**config.mk**
```make
export PLATFORM = sky130hd
export DESIGN_NAME = alu_iter_muldiv_flat
export DESIGN_NICKNAME = d
export VERILOG_FILES = /design/src/rtl/alu_iter_muldiv_pkg.sv /design/src/rtl/alu_iter_muldiv_if.sv /design/src/rtl/alu_iter_muldiv_alu.sv /design/src/rtl/alu_iter_muldiv.sv /design/src/flat_wrapper.sv
export SDC_FILE = /design/constraint.sdc
export NUM_CORES = 1
export LEC_CHECK = 0
export ABC_AREA = 1
export CORE_AREA = 2 2 162 196
export CTS_BUF_LIST = sky130_fd_sc_hd__clkbuf_8 sky130_fd_sc_hd__clkbuf_16
export DETAILED_ROUTE_END_ITERATION = 7
export DIE_AREA = 0 0 164 198
export GPL_TIMING_DRIVEN = 0
export PLACE_DENSITY = 0.68
export SYNTH_ARGS = -nofsm -noshare
export SYNTH_HDL_FRONTEND = slang
export SYNTH_HIERARCHICAL = 1
export SYNTH_SLANG_ARGS = --single-unit
export TNS_END_PERCENT = 20
```
**constraint.sdc**
```tcl
create_clock -name clk_i -period 4.6 [get_ports clk_i]
set_input_delay 0.46 -clock clk_i [delete_from_list [all_inputs] [get_ports clk_i]]
set_output_delay 0.46 -clock clk_i [all_outputs]
set_load 0.01 [all_outputs]
```
**src/rtl/alu_iter_muldiv_pkg.sv**
```systemverilog
// Shared configuration, ALU opcodes and the multiply/divide sequencer enums.
package alu_iter_muldiv_pkg;

  localparam int unsigned DATA_WIDTH = 32;

  typedef enum logic [2:0] {
    OP_ALU_ADD = 3'd0,
    OP_ALU_SUB = 3'd1,
    OP_ALU_AND = 3'd2,
    OP_ALU_OR  = 3'd3,
    OP_ALU_XOR = 3'd4
  } alu_op_e;

  typedef enum logic [1:0] {
    MD_MUL  = 2'd0,
    MD_DIVU = 2'd1,
    MD_REMU = 2'd2
  } md_op_e;

  typedef enum logic [1:0] {
    S_IDLE = 2'd0,
    S_ITER = 2'd1,
    S_DONE = 2'd2
  } md_state_e;

endpackage

```
**src/rtl/alu_iter_muldiv_if.sv**
```systemverilog
// Request/response bundle between the execute stage and the multiply/divide sequencer.
interface alu_iter_muldiv_if;
  import alu_iter_muldiv_pkg::*;

  localparam int unsigned XLEN = DATA_WIDTH;

  logic            start_i;
  logic [1:0]      op_i;
  logic [XLEN-1:0] a_i;
  logic [XLEN-1:0] b_i;
  logic            kill_i;
  logic            ready_o;
  logic            busy_o;
  logic            done_o;
  logic [XLEN-1:0] result_o;

  modport master (
    output start_i, op_i, a_i, b_i, kill_i,
    input  ready_o, busy_o, done_o, result_o
  );

  modport slave (
    input  start_i, op_i, a_i, b_i, kill_i,
    output ready_o, busy_o, done_o, result_o
  );

endinterface

```
**src/rtl/alu_iter_muldiv_alu.sv**
```systemverilog
// Small combinational ALU shared by the iterative multiply/divide sequencer.
module alu_unit
  import alu_iter_muldiv_pkg::*;
#(
  parameter int unsigned XLEN = DATA_WIDTH
) (
  input  alu_op_e         alu_op_i,
  input  logic [XLEN-1:0] a_i,
  input  logic [XLEN-1:0] b_i,
  output logic [XLEN-1:0] result_o
);

  always_comb begin
    result_o = '0;
    unique case (alu_op_i)
      OP_ALU_ADD: result_o = a_i + b_i;
      OP_ALU_SUB: result_o = a_i - b_i;
      OP_ALU_AND: result_o = a_i & b_i;
      OP_ALU_OR:  result_o = a_i | b_i;
      OP_ALU_XOR: result_o = a_i ^ b_i;
      default:    result_o = '0;
    endcase
  end

endmodule

```
**src/rtl/alu_iter_muldiv.sv**
```systemverilog
// Iterative MUL / DIVU / REMU sequencer: one shift-add or restoring-divide step per cycle,
// XLEN steps per operation, driving a private alu_unit.
module alu_iter_muldiv
  import alu_iter_muldiv_pkg::*;
(
  input  logic               clk_i,
  input  logic               rst_i,
  alu_iter_muldiv_if.slave   md_if
);

  localparam int unsigned XLEN  = DATA_WIDTH;
  localparam int unsigned CNT_W = $clog2(XLEN);

  md_state_e        r_state, w_state_nxt;
  logic [CNT_W-1:0] r_cnt;
  logic [1:0]       r_op;
  logic [XLEN-1:0]  r_acc;    // MUL accumulator / DIV partial remainder
  logic [XLEN-1:0]  r_opa;    // MUL multiplicand (shifts left) / DIV divisor (static)
  logic [XLEN-1:0]  r_opb;    // MUL multiplier (shifts right) / DIV dividend (shifts left)
  logic [XLEN-1:0]  r_quo;
  logic [XLEN-1:0]  r_result;

  logic            w_iter, w_last, w_accept, w_is_div, w_in_div, w_ge;
  logic [XLEN-1:0] w_rs, w_alu_a, w_alu_y, w_acc_nxt, w_quo_nxt;
  alu_op_e         w_alu_op;

  assign w_iter   = (r_state == S_ITER);
  assign w_last   = w_iter && (r_cnt == CNT_W'(XLEN - 1));
  assign w_accept = md_if.start_i && !md_if.kill_i && !w_iter;
  assign w_is_div = (r_op == MD_DIVU) || (r_op == MD_REMU);
  assign w_in_div = (md_if.op_i == MD_DIVU) || (md_if.op_i == MD_REMU);

  // Restoring divide: shift in next dividend bit; a bit shifted out of rem forces ge.
  assign w_rs = {r_acc[XLEN-2:0], r_opb[XLEN-1]};
  assign w_ge = {r_acc[XLEN-1], w_rs} >= {1'b0, r_opa};

  assign w_alu_op = (w_iter && w_is_div) ? OP_ALU_SUB : OP_ALU_ADD;
  assign w_alu_a  = w_is_div ? w_rs : r_acc;

  alu_unit #(
    .XLEN (XLEN)
  ) u_alu (
    .alu_op_i (w_alu_op),
    .a_i      (w_alu_a),
    .b_i      (r_opa),
    .result_o (w_alu_y)
  );

  assign w_acc_nxt = w_is_div ? (w_ge ? w_alu_y : w_rs) : (r_opb[0] ? w_alu_y : r_acc);
  assign w_quo_nxt = {r_quo[XLEN-2:0], w_ge};

  always_comb begin
    w_state_nxt = r_state;
    unique case (r_state)
      S_IDLE:  if (md_if.start_i) w_state_nxt = S_ITER;
      S_ITER:  if (w_last) w_state_nxt = S_DONE;
      S_DONE:  w_state_nxt = md_if.start_i ? S_ITER : S_IDLE;
      default: w_state_nxt = S_IDLE;
    endcase
    if (md_if.kill_i) w_state_nxt = S_IDLE;
  end

  always_ff @(posedge clk_i) begin
    if (rst_i) r_state <= S_IDLE;
    else       r_state <= w_state_nxt;
  end

  always_ff @(posedge clk_i) begin
    if (rst_i) begin
      r_cnt    <= '0;
      r_op     <= '0;
      r_acc    <= '0;
      r_opa    <= '0;
      r_opb    <= '0;
      r_quo    <= '0;
      r_result <= '0;
    end else if (w_accept) begin
      r_cnt <= '0;
      r_op  <= md_if.op_i;
      r_acc <= '0;
      r_quo <= '0;
      r_opa <= w_in_div ? md_if.b_i : md_if.a_i;
      r_opb <= w_in_div ? md_if.a_i : md_if.b_i;
    end else if (w_iter && !md_if.kill_i) begin
      r_cnt <= r_cnt + CNT_W'(1);
      r_acc <= w_acc_nxt;
      r_quo <= w_quo_nxt;
      if (w_is_div) begin
        r_opb <= r_opb << 1;
      end else begin
        r_opa <= r_opa << 1;
        r_opb <= r_opb >> 1;
      end
      if (w_last) begin
        unique case (r_op)
          MD_MUL:  r_result <= w_acc_nxt;
          MD_DIVU: r_result <= w_quo_nxt;
          MD_REMU: r_result <= w_acc_nxt;
          default: r_result <= '0;
        endcase
      end
    end
  end

  assign md_if.ready_o  = !w_iter;
  assign md_if.busy_o   = w_iter;
  assign md_if.done_o   = (r_state == S_DONE);
  assign md_if.result_o = r_result;

endmodule
```
**src/flat_wrapper.sv**
```systemverilog
// flat-port wrapper written by rule: the top's interface ports become plain ports
module alu_iter_muldiv_flat import alu_iter_muldiv_pkg::*;
  (clk_i, rst_i, md_if_start_i, md_if_op_i, md_if_a_i, md_if_b_i, md_if_kill_i, md_if_ready_o, md_if_busy_o, md_if_done_o, md_if_result_o);
  alu_iter_muldiv_if md_if_i ();
  input  logic clk_i;
  input  logic rst_i;
  input wire logic [$bits(md_if_i.start_i)-1:0] md_if_start_i;
  input wire logic [$bits(md_if_i.op_i)-1:0] md_if_op_i;
  input wire logic [$bits(md_if_i.a_i)-1:0] md_if_a_i;
  input wire logic [$bits(md_if_i.b_i)-1:0] md_if_b_i;
  input wire logic [$bits(md_if_i.kill_i)-1:0] md_if_kill_i;
  output wire logic [$bits(md_if_i.ready_o)-1:0] md_if_ready_o;
  output wire logic [$bits(md_if_i.busy_o)-1:0] md_if_busy_o;
  output wire logic [$bits(md_if_i.done_o)-1:0] md_if_done_o;
  output wire logic [$bits(md_if_i.result_o)-1:0] md_if_result_o;
  assign md_if_i.start_i = md_if_start_i;
  assign md_if_i.op_i = md_if_op_i;
  assign md_if_i.a_i = md_if_a_i;
  assign md_if_i.b_i = md_if_b_i;
  assign md_if_i.kill_i = md_if_kill_i;
  assign md_if_ready_o = md_if_i.ready_o;
  assign md_if_busy_o = md_if_i.busy_o;
  assign md_if_done_o = md_if_i.done_o;
  assign md_if_result_o = md_if_i.result_o;
  alu_iter_muldiv u_core (.clk_i(clk_i), .rst_i(rst_i), .md_if(md_if_i));
endmodule
```
==> flow_summary_export.csv, run 1 <==
group,metric,value,unit
setup_path,r2r_end,"u_core/md_if.result_o[25]",
pwr,peakVddDrop,0.000278,V
cts,clk_latency,0.45,ns
pwr,seqPwrFrac,0.314,
route,dr_total_vias,17300,
floorplanning,fp-row-count,71,
timing,setup_viol,0,
setup_path,reg2reg_slack,0.17,ns
timing,min_period,4.43,ns
final_layout,final_nets,2910,
cts,clockBufferDepth,2,
final_layout,area_growth,17.2,%
global_routing,grt_max_degree,19,
route,antenna_left,0,
floorplanning,die_w,164,um
setup_path,crit_path_end,"u_core/md_if.result_o[25]",
cts,path_clk_slew,0.07,ns
yosys,syn_area,15400,sq um
cts,cts_tree,"yes",
timing,hold_violations,0,
timing,clock_skew,0.0132,ns
cts,cts_sinks,168,
setup_path,cp-end-kind,"flop",
final_layout,seq_area,3370,sq um
setup_path,worstPathRequired,4.98,ns
global_routing,grt_pass1_wl,87700,um
yosys,synth.distinct_cells,46,
route,drt_iter0_drc,1427,
final_layout,diodes,0,
route,drt_first_pass_iters,6,
cts,root_buffer,"clkbuf_16",
yosys,synth-seq-cells,168,
pwr,clkPwrFrac,0.296,
cts,ctsHoldBuffers,0,
setup_path,worstRegToRegCells,31,
pwr,p_per_area,287,nW/um^2
global_routing,met2_usage,0.592,
global_routing,antenna_found_initial,0,
pwr,power.total,5180,uW
flow_run,max-cap-violations,0,
yosys,ys_seq_area_frac,0.218,
global_routing,grt.total_usage,0.349,
setup_path,cpPeakStageDelay,0.35,ns
yosys,synth.top_cells.by_area,"dfxtp_1 22%, nand2_1 17%, ha_1 11%, inv_1 9.1%, o21ai_0 7.4%",
yosys,synthCells,2563,
pwr,sw_frac_of_total,0.411,
floorplanning,dieArea,32500,sq um
route,drc,0,
timing,maxSlewViolCount,0,
global_routing,busiest_layer,"met2",
setup_path,crit_slowest_cell,"dfxtp_2",
setup_path,reg2reg_from,"u_core/r_op[0]",
global_routing,use_met3,0.0440,
final_layout,utilization,0.585,
pwr,p_leak,0.00869,uW
route,routed_wl,56500,um
placement,io_buffer_count,104,
setup_path,cp-startpoint,"u_core/r_op[0]",
pwr,p_sw,2130,uW
yosys,syn_avg_cell_area,6.01,sq um
yosys,netlist.area_leader.share,0.218,
min_path,hp-class,"reg -> reg",
timing,clock.fmax,0.226,GHz
yosys,synth_largest_area_cell,"dfxtp_1",
cts,htreeDepth,4,
route,post_drt_wl_per_cell,18.1,um
setup_path,cp-start-kind,"flop",
placement,gp_congestion,1.02,
final_layout,n_fill_cell,3168,
timing,period_share,0.963,
timing,worst_slew_margin_rel,0.488,
setup_path,crit_arrival,4.81,ns
setup_path,crit_fanout,10,
timing,tightest_slew,0.759,ns
cts,cts_buffers,17,
run_status,outcome,"finished, final reports clean",
floorplanning,start_util,0.499,
floorplanning,design.portCount,105,
global_routing,first_global_vias,16000,
global_routing,use_met1,0.430,
floorplanning,die_y,198,um
final_layout,drive_above_1_share,0.0809,
route,viasPerCell,5.55,
final_layout,multiInputGateArea,10300,sq um
placement,dp_hpwl,45800,um
setup_path,crit_top_cell,"nand2_1",
final_layout,final_cell_mix,"669 x nand2_1, 370 x inv_1, 222 x o21ai_0",
pwr,p_comb_frac,0.390,
global_routing,grt-ovfl-total,0,
setup_path,crit_type,"reg -> reg",
pwr,internal_power,3050,uW
floorplanning,core_area,30800,sq um
final_layout,final_common_cell,"nand2_1",
yosys,yosysWarnings,6,
## worst max-delay path, delay by kind of cell (launching register included)
family          cells  cell delay (ns)
compound gates      3             0.33
buf+inv             9             1.10
xor+xnor            1             0.15
flops               1             0.35
fa+ha+maj           2             0.58
simple gates       16             1.83
## power by group through the flow
stage               clock [uW]  combinational (uW)  sequential (uW)
finish                    1540                2020             1630
global route              1610                2240             1630
CTS                       1560                1900             1620
detailed placement           0                1870             1660
global placement             0                1850             1660
floorplan                    0                1330             1610
## through the flow
step / cells / worst slack (ns) / hold slack, ns / setup TNS, ns / instance area (sq um)
global placement: 3075 / -0.950 / 0.450 / -30.79 / 17000
global route: 3119 / -0.0478 / 0.482 / -0.135 / 18000
finish: 3119 / 0.170 / 0.465 / 0 / 18000
floorplan: 2570 / 0.773 / 0.439 / 0 / 15400
CTS: 3108 / -0.0112 / 0.465 / -0.0112 / 17700
detailed placement: 3075 / -0.996 / 0.454 / -32.76 / 17000
## area by class of cell
cell class,count,area share
clock inverters,15,0.0116
clock buffers,17,0.0236
repair buffers,118,0.0642
inverters,379,0.0791
well taps,401,0.0278
flip-flops and latches,168,0.187
plain buffers,135,0.0350
multi-input cells,1886,0.572
## metal layers
metal  vias up  wire length (um)  part of all wire
li1       8551                 -                 -
met1      7973             23500              0.42
met2       638             26300              0.47
met3       145              3340             0.059
met4         0              3290             0.058
met5         -                 0                 0
## cells in the mapped netlist (all sizes together)
cell / n
a21boi: 1
conb: 1
a21o: 4
o2111ai: 8
or2: 13
o21a: 4
o21bai: 59
clkbuf: 87
inv: 377
a221oi: 23
nor3: 13
nand3b: 10
a211oi: 6
nand3: 129
o31ai: 2
nand4: 11
xor2: 28
dfxtp: 168
o32ai: 28
clkinv: 2
buf: 50
a21oi: 216
fa: 1
o21ai: 238
o22ai: 8
nor4: 2
nand2: 704
a31oi: 3
ha: 134
nor2: 228
o211ai: 5
## cells by family (layout without fill, tap and decap cells)
| group | Yosys count | in the layout | share of synthesized area |
|---|---|---|---|
| adder cells (fa/ha/maj) | 135 | 135 | 0.110 |
| other | 1 | 8 | 0.000244 |
| AND/OR/NAND/NOR | 1110 | 1110 | 0.298 |
| AO/OA/AOI/OAI | 605 | 605 | 0.226 |
| buffers and inverters | 516 | 664 | 0.132 |
| flip-flops | 168 | 168 | 0.218 |
| XOR/XNOR | 28 | 28 | 0.0159 |
## how the worst min path moves through the flow
stage	startpoint	end	slack [ns]	cells after the start
final	u_core/md_if.result_o[15]	u_core/md_if.result_o[15]	0.47	2
after global routing	u_core/r_quo[30]	u_core/r_quo[30]	0.48	2
after CTS	u_core/r_quo[30]	u_core/r_quo[30]	0.47	2
after detailed placement	u_core/r_quo[30]	u_core/r_quo[30]	0.45	2
after global placement	u_core/r_cnt[3]	u_core/r_cnt[3]	0.45	2
after floorplan	u_core/r_cnt[3]	u_core/r_cnt[3]	0.44	2
## repair_timing
action / in CTS / in global routing
endpoints found under the hold margin: 0 / 0
setup endpoints to repair: 62 / 52
gates resized for setup: 29 / 86
setup buffers: 2 / 12
pin swaps: 3 / 31
## state kept, by name, indices dropped and copies added (netlist names)
name,count
u_core/r_opb,32
u_core/r_opa,32
u_core/r_op,2
u_core/r_state,2
u_core/r_quo,31
u_core/md_if.result_o,32
u_core/r_acc,32
u_core/r_cnt,5
No activity file was read; power rests on OpenSTA's default activity.
==> inputs of run 2 (changes only) <==
Settings changed: HOLD_SLACK_MARGIN from default to 0.05.
Clock period 4.6 ns to 4.8 ns, I/O delays scaled along.
==> run 2 against run 1 <==
Core utilization down 0.84 points. Worst hold slack barely moved. Power decreased by 5.0%. Die area is the same. Combinational power down 6%. Routed wire length decreased by 0.28%. Critical endpoint unchanged. Cell area decreased by 1.4%. Clock skew about the same. First-iteration DRC count is 1.2% lower. Worst setup slack better by 0.059 ns. Clock power down 5%. Non-clock buffer count is 8 lower.
==> flow_summary_export.csv, run 2 (synthesis gave the netlist of run 1 again) <==
group,metric,value,unit
route,wl_met1,23500,um
route,dr_total_vias,17200,
pwr,peakVddDrop,0.000267,V
cts,root_buffer,"clkbuf_16",
timing,maxSlewViolCount,0,
placement,gp_congestion,1.02,
timing,hold_violations,0,
setup_path,cp-start-kind,"flop",
pwr,p_leak,0.00860,uW
timing,hold_ws,0.465,ns
timing,clock.fmax,0.219,GHz
route,top_layer,"met4",
final_layout,final_common_cell,"nand2_1",
setup_path,crit_arrival,4.95,ns
timing,rsz0062_at_grt,"yes",
cts,ctsHoldBuffers,0,
setup_path,cp-end-kind,"flop",
global_routing,grt_max_degree,19,
global_routing,grt.total_usage,0.349,
final_layout,final_cell_mix,"684 x nand2_1, 371 x inv_1, 224 x o21ai_0",
final_layout,n_fill_cell,3181,
setup_path,crit_top_cell,"nand2_1",
setup_path,cp_num_buf_inv,9,
floorplanning,core_area,30800,sq um
floorplanning,die_y,198,um
global_routing,first_global_vias,16000,
setup_path,cp_top_family,"simple AND/OR/NAND/NOR gates",
run_status,outcome,"finished, final reports clean",
final_layout,design_area,17800,sq um
setup_path,crit_slowest_cell,"ha_2",
route,drc,0,
route,antenna_left,0,
route,drt_iter0_drc,1410,
placement,dp_hpwl,45800,um
route,drt_first_pass_iters,7,
timing,period_share,0.952,
route,routed-wl-met3,3260,um
setup_path,worstPathRequired,5.18,ns
floorplanning,fp-row-count,71,
flow_run,max-cap-violations,0,
floorplanning,dieArea,32500,sq um
timing,tightest_slew,0.913,ns
global_routing,antenna_found_initial,0,
cts,htreeDepth,4,
min_path,hp-class,"reg -> reg",
route,viasPerCell,5.53,
timing,clock_skew,0.0134,ns
route,wl_met2,26400,um
setup_path,cpPeakStageDelay,0.37,ns
global_routing,grt-ovfl-total,0,
floorplanning,die_w,164,um
pwr,p_per_area,277,nW/um^2
timing,setup_viol,0,
cts,cts_sinks,168,
global_routing,grt_pass1_wl,87700,um
timing,min_period,4.57,ns
final_layout,area_growth,15.5,%
final_layout,seq_area,3360,sq um
timing,worst_slew_margin_rel,0.385,
placement,io_buffer_count,104,
placement,place_area,17000,sq um
final_layout,drive_above_1_share,0.0613,
floorplanning,start_util,0.499,
route,post_drt_wl_per_cell,18.1,um
cts,clk_latency,0.45,ns
cts,clockBufferDepth,2,
cts,path_clk_slew,0.07,ns
route,routed_wl,56300,um
final_layout,final_nets,2902,
cts,cts_tree,"yes",
setup_path,reg2reg_slack,0.23,ns
setup_path,crit_fanout,10,
final_layout,multiInputGateArea,10100,sq um
cts,cts_buffers,17,
final_layout,diodes,0,
setup_path,crit_type,"reg -> reg",
floorplanning,design.portCount,105,
-- run 2: cell count changes in the layout (fill, tap and decap cells not counted), moves of 3 or more --
| cell | before | now |
|---|---|---|
| clkbuf_4 | 1 | 5 |
| a21oi_2 | 8 | 3 |
| buf_4 | 25 | 14 |
| nor2_1 | 198 | 209 |
| nand2_2 | 31 | 17 |
| a21oi_1 | 208 | 213 |
| nand3_2 | 14 | 8 |
| ha_1 | 128 | 131 |
| nand3_1 | 115 | 121 |
| nand2_1 | 669 | 684 |
| ha_4 | 3 | 0 |
| nor2_2 | 23 | 14 |
-- run 2: final timing paths --
path,start,depth (start not counted),endpoint
setup / recovery,u_core/r_op[1],31,u_core/md_if.result_o[25]
hold / removal,u_core/md_if.result_o[15],2,u_core/md_if.result_o[15]
setup reg to reg,u_core/r_op[1],31,u_core/md_if.result_o[25]
hold reg to reg,u_core/md_if.result_o[15],2,u_core/md_if.result_o[15]
-- run 2: cell type report --
cell class                      instances  share of cell area
Clock inverter                         15              0.0118
Inverter                              379              0.0802
Multi-Input combinational cell       1886               0.570
Tap cell                              401              0.0282
Clock buffer                           17              0.0239
Timing Repair Buffer                  109              0.0614
Buffer                                136              0.0355
Sequential cell                       168               0.189
-- run 2: power breakdown --
part / leakage [uW] / total, uW / internal [uW] / switching (uW)
Sequential: 0.00137 / 1560 / 1450 / 107
Clock: 0.000307 / 1470 / 801 / 673
Combinational: 0.00692 / 1890 / 647 / 1240
Total: 0.00860 / 4920 / 2900 / 2020
-- run 2: repair_timing --
item / CTS / global route
setup endpoints to repair: 60 / 46
buffers inserted: 1 / 4
gates resized for setup: 14 / 45
endpoints found under the hold margin: 0 / 0
pin swaps: 0 / 9
-- run 2: worst min-delay path, delay by kind of cell (launching register included) --
family             cells  cell delay (ns)
AOI/OAI and AO/OA      1             0.05
DFF                    1             0.31
and+or+nand+nor        1             0.06
-- run 2: through the flow --
| step | util | total power, uW | cells | TNS [ns] | setup WS, ns |
|---|---|---|---|---|---|
| 4_1_cts | 0.572 | 4860 | 3107 | 0 | 0.00369 |
| 6_report | 0.577 | 4920 | 3111 | 0 | 0.229 |
| 3_5_place_dp | 0.550 | 3380 | 3075 | -20.67 | -0.796 |
| 3_3_place_gp | 0.550 | 3360 | 3075 | -18.84 | -0.750 |
| 5_1_grt | 0.577 | 5200 | 3111 | -0.0446 | -0.0323 |
| 2_1_floorplan | - | 2820 | 2570 | 0 | 0.973 |
-- run 2: metal layers --
layer	track usage	up-vias
li1	-	8535
met3	0.0452	141
met2	0.590	637
met5	0	-
met4	0.187	0
met1	0.429	7891
